## src/rtl/alu_pkg.sv

```systemverilog
// Shared types and constants for the ALU result serial transmitter.
package alu_pkg;

    typedef enum logic [2:0] {
        IDLE,
        START,
        DATA,
        FLAGS,
        PARITY,
        STOP
    } tx_state_t;

    localparam int unsigned FLAG_W     = 3;
    localparam int unsigned DEF_DATA_W = 8;
    localparam int unsigned FRAME_BITS = DEF_DATA_W + 6;

    localparam int unsigned FLG_CERO  = 0;
    localparam int unsigned FLG_CARRY = 1;
    localparam int unsigned FLG_OVF   = 2;

endpackage

```

## src/rtl/baud_tick.sv

```systemverilog
// Bit-time counter: runs 0..CLKS_PER_BIT-1 while the frame is active and strobes at each bit end.
module baud_tick #(
    parameter int unsigned CLKS_PER_BIT = 16
) (
    input  logic clk,
    input  logic rst_n,
    input  logic i_ena,
    input  logic i_run,
    input  logic i_clr,
    output logic o_bit_end,
    output logic o_stop_end
);

    localparam int unsigned CNT_W = (CLKS_PER_BIT > 2) ? $clog2(CLKS_PER_BIT) : 1;

    logic [CNT_W-1:0] r_cnt;

    assign o_bit_end  = i_run && (r_cnt == CNT_W'(CLKS_PER_BIT - 1));
    // The stop bit leaves one cycle early: the done/IDLE cycle supplies its final tx=1 cycle.
    assign o_stop_end = i_run && (r_cnt == CNT_W'(CLKS_PER_BIT - 2));

    always_ff @(posedge clk or negedge rst_n) begin
        if (!rst_n) begin
            r_cnt <= '0;
        end else if (i_ena) begin
            if (i_clr) begin
                r_cnt <= '0;
            end else if (i_run) begin
                r_cnt <= o_bit_end ? '0 : r_cnt + CNT_W'(1);
            end
        end
    end

endmodule

```

## src/rtl/alu_result_tx.sv

```systemverilog
// Serial transmitter for ALU results: START, data LSB first, 3 flags, even parity, STOP.
module alu_result_tx
    import alu_pkg::*;
#(
    parameter int unsigned CLKS_PER_BIT = 16,
    parameter int unsigned DATA_W       = 8
) (
    input  logic              clk,
    input  logic              rst_n,
    input  logic              ena,
    input  logic              start,
    input  logic [DATA_W-1:0] result,
    input  logic [2:0]        flags,
    output logic              tx,
    output logic              busy,
    output logic              done
);

    localparam int unsigned IDX_MAX = (DATA_W > FLAG_W) ? DATA_W : FLAG_W;
    localparam int unsigned IDX_W   = $clog2(IDX_MAX);

    tx_state_t          r_state;
    logic               r_tx;
    logic               r_busy;
    logic               r_done;
    logic [DATA_W-1:0]  r_sh;
    logic [FLAG_W-1:0]  r_fl;
    logic               r_par;
    logic [IDX_W-1:0]   r_idx;

    logic w_accept;
    logic w_clr;
    logic w_bit_end;
    logic w_stop_end;

    assign w_accept = ena && start && (r_state == IDLE);
    assign w_clr    = w_accept || (ena && (r_state == STOP) && w_stop_end);

    baud_tick #(
        .CLKS_PER_BIT(CLKS_PER_BIT)
    ) u_baud (
        .clk        (clk),
        .rst_n      (rst_n),
        .i_ena      (ena),
        .i_run      (r_busy),
        .i_clr      (w_clr),
        .o_bit_end  (w_bit_end),
        .o_stop_end (w_stop_end)
    );

    always_ff @(posedge clk or negedge rst_n) begin
        if (!rst_n) begin
            r_state <= IDLE;
            r_tx    <= 1'b1;
            r_busy  <= 1'b0;
            r_done  <= 1'b0;
            r_sh    <= '0;
            r_fl    <= '0;
            r_par   <= 1'b0;
            r_idx   <= '0;
        end else begin
            r_done <= 1'b0;
            if (ena) begin
                case (r_state)
                    IDLE: begin
                        r_tx <= 1'b1;
                        if (start) begin
                            r_sh    <= result;
                            r_fl    <= flags;
                            r_par   <= ^{result, flags};
                            r_idx   <= '0;
                            r_tx    <= 1'b0;
                            r_busy  <= 1'b1;
                            r_state <= START;
                        end
                    end
                    START: begin
                        if (w_bit_end) begin
                            r_tx    <= r_sh[0];
                            r_state <= DATA;
                        end
                    end
                    // tx is registered, so the next bit is taken one position ahead of the shift.
                    DATA: begin
                        if (w_bit_end) begin
                            if (r_idx == IDX_W'(DATA_W - 1)) begin
                                r_idx   <= '0;
                                r_tx    <= r_fl[FLG_CERO];
                                r_state <= FLAGS;
                            end else begin
                                r_idx <= r_idx + IDX_W'(1);
                                r_sh  <= r_sh >> 1;
                                r_tx  <= r_sh[1];
                            end
                        end
                    end
                    FLAGS: begin
                        if (w_bit_end) begin
                            if (r_idx == IDX_W'(FLAG_W - 1)) begin
                                r_idx   <= '0;
                                r_tx    <= r_par;
                                r_state <= PARITY;
                            end else begin
                                r_idx <= r_idx + IDX_W'(1);
                                r_fl  <= r_fl >> 1;
                                r_tx  <= r_fl[1];
                            end
                        end
                    end
                    PARITY: begin
                        if (w_bit_end) begin
                            r_tx    <= 1'b1;
                            r_state <= STOP;
                        end
                    end
                    STOP: begin
                        if (w_stop_end) begin
                            r_busy  <= 1'b0;
                            r_done  <= 1'b1;
                            r_state <= IDLE;
                        end
                    end
                    default: r_state <= IDLE;
                endcase
            end
        end
    end

    assign tx   = r_tx;
    assign busy = r_busy;
    assign done = r_done;

endmodule

```

## config.mk

```make
export PLATFORM = sky130hd
export DESIGN_NAME = alu_result_tx
export DESIGN_NICKNAME = d
export VERILOG_FILES = /design/src/rtl/alu_pkg.sv /design/src/rtl/baud_tick.sv /design/src/rtl/alu_result_tx.sv
export SDC_FILE = /design/constraint.sdc
export NUM_CORES = 1
export LEC_CHECK = 0
export ABC_AREA = 1
export CAP_MARGIN = 25
export CORE_UTILIZATION = 30
export DETAILED_ROUTE_END_ITERATION = 7
export PLACE_DENSITY_LB_ADDON = 0.15
export SYNTH_ARGS = -nofsm -noshare
export SYNTH_HDL_FRONTEND = slang
export SYNTH_HIERARCHICAL = 1
export SYNTH_SLANG_ARGS = --single-unit
```

## constraint.sdc

```tcl
create_clock -name clk -period 4.6 [get_ports clk]
set_input_delay 0.92 -clock clk [delete_from_list [all_inputs] [get_ports clk]]
set_output_delay 0.92 -clock clk [all_outputs]
set_load 0.05 [all_outputs]
```

# Yosys cells after proc, flatten, opt, wreduce, memory -nomap -nowiden
# Index checks and enable logic that the tools add are counted.
# word_totals
register_bits,25
input_bits,15
wordCells,93
# classes
n_eq_ne,19
reduce_logical,23
mux,40
n_addsub,2
# op_table
cell,n
$mux W3,16
$mux W8,3
$pmux W3 S6,1
$pmux W8 S2,1
$reduce_and A5 Y1,3
$mux W1,12
$mux W4,3
$ne A2 B2 Y1 const B,6
$reduce_xor A11 Y1,1
$eq A3 B2 Y1 const B,3
$eq A3 B3 Y1 const B,3
$pmux W3 S3,1
$reduce_and A9 Y1,1
$eq A4 B4 Y1 const B,2
$ne A2 B1 Y1 const B,4
$reduce_bool A2 Y1,4
$logic_and A1 B1 Y1,6
$pmux W3 S2,1
$reduce_and A6 Y1,1
$pmux W1 S5,1
$reduce_bool A5 Y1,1
$add A4 B1 Y4 const B,1
$reduce_and A4 Y1,1
$add A3 B1 Y3 const B,1
other kinds (7),7

# Depth between registers and ports, before layout
# Gate-level depths: netlist (run 1).
# logic_depth
word_depth,6
depth_mapped,12
depth_no_buf,12

# Hierarchy
# The synthesis (run 1) kept the hierarchy.
# modules_own_cells
module,area_per_inst_um2,seq_area_each_um2,cells_per_inst,n_inst
alu_result_tx,1483.9,526.8,223,1
baud_tick,276.5,100.1,38,1

# Worst setup path after synthesis (run 1)
# OpenSTA, ideal clock, no wires.
# synth_path
path_type,flip-flop to flip-flop
start,"reg r_busy, in the netlist busy"
end,reg r_sh[0]
stages_incl_launch_ff,9
arrival_ns,1.577
path_buffers,1
period_less_slack_ns,1.701
setup_slack_ns,2.899
cell_sequence,dfrtp_1 -> nand2_1 -> nor2_4 -> inv_1 -> nand2_1 -> nand2_2 -> nor2_4 -> buf_6 -> a21oi_1
# synth_between
elab_chain_cells,3
# synth_lines
element,line,rtl
start: declaration,alu_result_tx.sv:24,logic r_busy;
start signal: assignment,alu_result_tx.sv:55,r_busy <= 1'b0;
start signal: assignment,alu_result_tx.sv:73,r_busy <= 1'b1;
start signal: assignment,alu_result_tx.sv:118,r_busy <= 1'b0;
$logic_and A1 B1 Y1,baud_tick.sv:18,assign o_bit_end = i_run && (r_cnt == CNT_W'(CLKS_PER_BIT - 1));
net w_bit_end,alu_result_tx.sv:33,logic w_bit_end;
$ne A2 B1 Y1 (no source line),n/a,
$reduce_and A5 Y1 (no source line),n/a,
end signal: assignment,alu_result_tx.sv:68,r_sh <= result;
end signal: assignment,alu_result_tx.sv:92,r_sh <= r_sh >> 1;
end: declaration,alu_result_tx.sv:26,logic [DATA_W-1:0] r_sh;
# The timed path passes the listed nets, and every way through them passes these cells.
# A chain may end at the register's enable or synchronous reset.

# Worst setup path after layout (run 1)
# layout_path
start,"reg r_tx, in the netlist tx"
end,out tx
# layout_rtl
element,line,rtl
start: declaration,alu_result_tx.sv:23,logic r_tx;
start signal: assignment,alu_result_tx.sv:79,r_tx <= r_sh[0];
start signal: assignment,alu_result_tx.sv:88,r_tx <= r_fl[FLG_CERO];
start signal: assignment,alu_result_tx.sv:93,r_tx <= r_sh[1];
end: declaration,alu_result_tx.sv:14,"output logic tx,"
# No word-level cell between the ends.

==> impl_metrics.py, run 1 <==
metrics = {
    "power_and_ir_drop": {
        "power_mw": 1.07,
        "seqPwrFrac_pct": 36.9,
        "clock_power_share_pct": 13.1,
        "peakVddDrop_mv": 0.215,
        "combPwrFrac_pct": 50.0,
        "leakagePower_nw": 1.06,
        "p_int_mw": 0.565,
        "p_per_area_nw_per_um2": 521,
        "swShare_pct": 47.1,
        "p_sw_mw": 0.504,
    },
    "yosys": {
        "yosys.area.top_type": "dfrtp_1",
        "async_reset_ff_share_pct": 100,
        "synth_ff_type": "dfrtp_1",
        "post-synth-top-count-cell": "nand2_1",
        "syn_nets": 282,
        "synthesis.area_um2": 1760,
        "ys_ff_latch": 25,
        "yosys_warnings": 6,
        "ys_seq_area_share_pct": 35.6,
        "synth_common_cells": "98 x nand2_1, 39 x inv_1, 24 x dfrtp_1",
        "syn_inst": 261,
        "netlist.area_leader.share_pct": 34.1,
        "avgSynthCellArea_um2": 6.74,
        "synth_cell_types": 26,
        "yosys-top-cells-area": "dfrtp_1 34%, nand2_1 21%, inv_1 8.3%",
        "synth_edf_count": 0,
    },
    "timing": {
        "setup_viol": 0,
        "fin_skew_ps": 1.40,
        "tightest_slew_ps": 504,
        "tns_ps": 0,
        "slew_violations": 0,
        "slew_headroom_pct": 66.3,
        "rsz0062_at_grt": "false",
        "hold_viol": 0,
        "finalCritPeriodShare_pct": 55.4,
        "fmax_mhz": 392,
        "period_needed_ps": 2550,
        "holdWs_ps": 502,
    },
    "floorplan": {
        "start_util_pct": 31.6,
        "die_x_um": 78.6,
        "die_h_um": 78.6,
        "num_rows": 27,
        "die_area_um2": 6180,
        "core_um2": 5570,
        "num_io_pins": 18,
    },
    "clocking": {
        "clkTransAtPathRegs_ps": 90,
        "clk_latency_ps": 280,
        "cts_hold_buffers": 0,
        "cts_resized": 0,
        "tritoncts": "yes",
        "root_buffer": "clkbuf_8",
        "cts_buffers": 3,
        "clkSinkCount": 25,
        "htreeDepth": 1,
        "cts_max_path_buffers": 2,
        "cts_setup_buffers": 0,
    },
    "layout": {
        "fin_nets": 302,
        "drive_above_1_share_pct": 10.4,
        "area_growth_syn_to_layout_pct": 16.5,
        "final_cells": 352,
        "diodes": 0,
        "design_area_um2": 2050,
    },
    "place": {
        "io_buffers": 17,
        "dpl-instance-area_um2": 2000,
        "dp_hpwl_um": 2880,
        "placed_cells": 348,
        "place.gp.congestion": 0.756,
    },
    "critical_path": {
        "worstPathMaxFanout": 2,
        "crit_buf_inv": 1,
        "startpoint_type": "flip-flop",
        "cp_top_family": "buffers and inverters",
        "crit_path_max_incr_delay_ps": 800,
        "crit_slowest_cell": "clkdlybuf4s50_1",
        "path_cells": "clkdlybuf4s50_1",
        "required_ps": 3680,
        "end_kind": "output pin",
        "arrival_ps": 1630,
        "crit_type": "flip-flop to output pin",
    },
    "detailed_routing": {
        "final_antenna_net_count": 0,
        "dr_total_vias": 1562,
        "wl_per_cell_um": 10.6,
        "drt_iter0_markers": 76,
        "drcViolationCount": 0,
        "drt-pass1-iter-count": 4,
        "wirelength_um": 3720,
        "viasPerCell": 4.44,
    },
    "grt": {
        "track_usage_pct": 13.8,
        "grt_pass1_wl_um": 6760,
        "grt_max_degree": 26,
        "antenna_found_initial": 0,
        "first_global_vias": 1491,
        "gr-total-overflow": 0,
    },
    "run_status": {
        "status": "completed",
    },
    "flow_run": {
        "maxCapViolCount": 0,
    },
    "hold_path": {
        "hp-class": "flip-flop to flip-flop",
    },
}
-- sequential cells by signal (all words and copies together), names as in the netlist --
name and count:
done 1, u_baud/r_cnt 4, tx 1, r_sh 8, r_fl 3, r_state 3
r_idx 3, busy 1, r_par 1
-- power by group through the flow --
| stage | Combinational (mW) | Clock, mW | Sequential [mW] |
|---|---|---|---|
| after floorplan | 0.429 | 0 | 0.388 |
| after global placement | 0.540 | 0 | 0.399 |
| after detailed placement | 0.539 | 0 | 0.399 |
| after CTS | 0.542 | 0.146 | 0.395 |
| after global routing | 0.620 | 0.154 | 0.407 |
| final | 0.534 | 0.140 | 0.394 |
-- layout by cell type, fill, tap and decap left out, drive strengths merged --
cell type,netlist,final
dfrtp,24,24
buf,2,1
o211ai,1,1
dfstp,1,1
nor2,26,26
nor3,3,3
nand4,1,1
nand3,8,8
xnor2,2,2
o21a,1,1
clkinvlp,0,1
clkdlybuf4s50,0,17
and3b,1,1
inv,42,42
ha,6,6
o21ai,35,35
nand2,103,103
clkbuf,1,3
a21oi,4,4
-- path summary, 6_finish.rpt --
check	start	to	slack (ps)	cells past startpoint
hold / removal	r_fl[0]	r_fl[0]	500	2
hold reg to reg	r_fl[0]	r_fl[0]	500	2
setup / recovery	tx	tx	2050	1
max in group asynchronous	rst_n	tx	3300	2
setup reg to reg	u_baud/r_cnt[1]	r_sh[7]	2800	9
min in group asynchronous	rst_n	r_state[2]	1010	2
-- metal layers --
| layer | GRT usage, % | vias to the layer above | share of wire (%) |
|---|---|---|---|
| met2 | 21.7 | 21 | 44 |
| met5 | 0 | - | 0 |
| met4 | 3.33 | 0 | 0.99 |
| li1 | - | 839 | - |
| met1 | 19.0 | 698 | 52 |
| met3 | 3.14 | 4 | 3.1 |
-- final cells by class --
| class | instances | area [um^2] |
|---|---|---|
| Inverter | 42 | 158 |
| Sequential cell | 25 | 627 |
| Tap cell | 72 | 90.1 |
| Multi-Input combinational cell | 191 | 950 |
| Clock inverter | 1 | 7.51 |
| Timing Repair Buffer | 18 | 178 |
| Fill cell | 612 | 3520 |
| Clock buffer | 3 | 41.3 |
-- kinds of logic after synthesis --
| logic type | after synthesis | synth area share (%) |
|---|---|---|
| xor gates and xnor gates | 2 | 0.995 |
| buffers and inverters | 45 | 10.4 |
| adders and majority gates | 6 | 4.26 |
| AOI/OAI and AO/OA | 41 | 12.8 |
| DFF | 25 | 35.6 |
| and+or+nand+nor | 142 | 35.9 |
-- metrics by stage --
| stage | worst slack [ps] | util (%) |
|---|---|---|
| detailed placement | 2050 | 35.9 |
| finish | 2050 | 36.8 |
| CTS | 2030 | 36.8 |
| floorplan | 2900 | - |
| global placement | 2110 | 35.9 |
| global route | 2000 | 36.8 |
No activity file was read; power rests on OpenSTA's default activity.
==> run 2, diff against run 1 <==
Clock period 4.6 ns to 2.3 ns, I/O delays scaled along.
==> run 2 against run 1 <==
  * Register-to-register slack worse by 2200 ps
  * Count of clock-buffer cells in the layout unchanged
  * Non-clock buffer count up 1
  * Cell area up 0.24%
  * Combinational power up 99%
  * Cell count up 0.28%
==> impl_metrics.py, run 2 (synthesized netlist as in run 1, its figures left out) <==
metrics = {
    "grt": {
        "antenna_found_initial": 0,
        "gr-total-overflow": 0,
        "track_usage_pct": 13.3,
        "first_global_vias": 1455,
        "grt_max_degree": 26,
        "grt_pass1_wl_um": 6470,
    },
    "clocking": {
        "clkTransAtPathRegs_ps": 90,
        "htreeDepth": 1,
        "cts_resized": 0,
        "cts_max_path_buffers": 2,
        "clkSinkCount": 25,
        "root_buffer": "clkbuf_8",
        "cts_hold_buffers": 0,
        "cts_buffers": 3,
        "cts_setup_buffers": 0,
        "clk_latency_ps": 270,
        "tritoncts": "yes",
    },
    "layout": {
        "fin_nets": 303,
        "final_cell_mix": "98 x nand2_1, 39 x inv_1, 24 x dfrtp_1, 23 x o21ai_0, 18 x nor2_1",
        "diodes": 0,
        "largest_register": "r_sh",
        "drive_above_1_share_pct": 10.7,
        "layout_commonest_cell": "nand2_1",
        "area_growth_syn_to_layout_pct": 16.8,
        "largest_registers": "r_sh (8), u_baud/r_cnt (4)",
        "largest_reg_flops": 8,
    },
    "floorplan": {
        "die_h_um": 78.6,
        "die_area_um2": 6180,
        "start_util_pct": 31.6,
        "core_um2": 5570,
        "num_rows": 27,
        "die_x_um": 78.6,
        "num_io_pins": 18,
    },
    "timing": {
        "fin_skew_ps": 1.26,
        "slew_violations": 0,
        "setup_viol": 0,
        "setup_ws_ps": 228,
        "hold_viol": 0,
        "period_needed_ps": 2070,
        "slew_headroom_pct": 66.5,
        "holdWs_ps": 487,
        "rsz0062_at_grt": "false",
        "finalCritPeriodShare_pct": 90.1,
        "tightest_slew_ps": 501,
        "fmax_mhz": 483,
        "tns_ps": 0,
    },
    "power_and_ir_drop": {
        "clock_power_share_pct": 12.7,
        "power_mw": 2.12,
        "p_per_area_nw_per_um2": 1030,
        "seqPwrFrac_pct": 37.2,
        "p_int_mw": 1.13,
        "peakVddDrop_mv": 0.536,
        "combPwrFrac_pct": 50.0,
        "p_sw_mw": 0.995,
        "swShare_pct": 46.8,
        "leakagePower_nw": 1.07,
    },
    "detailed_routing": {
        "wl_per_cell_um": 10.3,
        "drt-pass1-iter-count": 4,
        "drcViolationCount": 0,
        "dr_total_vias": 1552,
        "final_antenna_net_count": 0,
        "viasPerCell": 4.40,
        "wirelength_um": 3620,
        "drt_iter0_markers": 38,
    },
    "critical_path": {
        "cp_top_family": "buffers and inverters",
        "crit_path_max_incr_delay_ps": 800,
        "crit_buf_inv": 1,
        "required_ps": 1840,
        "path_cells": "clkdlybuf4s50_1",
        "crit_type": "flip-flop to output pin",
        "startpoint_type": "flip-flop",
        "end_kind": "output pin",
        "arrival_ps": 1610,
        "crit_slowest_cell": "clkdlybuf4s50_1",
        "worstPathMaxFanout": 2,
    },
    "place": {
        "dp_hpwl_um": 2860,
        "place.gp.congestion": 0.808,
        "io_buffers": 17,
        "post-place-ws_ps": 459,
    },
    "hold_path": {
        "hp-class": "flip-flop to flip-flop",
    },
    "flow_run": {
        "maxCapViolCount": 0,
    },
    "run_status": {
        "status": "completed",
    },
}
## run 2: final timing paths
kind	start	to	slack (ps)	cells after the start
worst min-delay path	r_fl[0]	r_fl[0]	490	2
worst max register to register	u_baud/r_cnt[0]	r_sh[7]	580	9
min in group asynchronous	rst_n	r_state[2]	550	2
worst max-delay path	tx	tx	230	1
max in group asynchronous	rst_n	tx	1460	2
worst min register to register	r_fl[0]	r_fl[0]	490	2
## run 2: layer usage
| metal | track usage, % | wire (um) | part of all wire [%] | vias up |
|---|---|---|---|---|
| met3 | 2.79 | 92 | 2.5 | 5 |
| met1 | 17.5 | 1820 | 50 | 693 |
| met4 | 2.78 | 28 | 0.77 | 0 |
| met5 | 0 | 0 | 0 | - |
| met2 | 22.3 | 1680 | 46 | 11 |
| li1 | - | - | - | 843 |
## run 2: through the flow
stage / util [%] / area, um^2 / instances
finish: 36.9 / 2060 / 353
global route: 36.9 / 2060 / 353
floorplan: - / 1760 / 261
global placement: 36.0 / 2010 / 349
CTS: 36.9 / 2060 / 353
detailed placement: 36.0 / 2010 / 349
## run 2: final cells by class
| class | count | area [um^2] |
|---|---|---|
| tap | 72 | 90.1 |
| multi-input combinational | 191 | 950 |
| inverter | 42 | 158 |
| timing repair buffer | 19 | 185 |
| fill | 601 | 3520 |
| clock buffer | 3 | 41.3 |
| clock inverter | 1 | 5.00 |
| sequential | 25 | 627 |
## run 2: power groups by stage
stage / registers [mW] / logic [mW] / clock network [mW]
floorplan: 0.776 / 0.858 / 0
global placement: 0.794 / 1.08 / 0
detailed placement: 0.798 / 1.08 / 0
CTS: 0.790 / 1.08 / 0.282
global route: 0.815 / 1.23 / 0.298
finish: 0.791 / 1.06 / 0.271
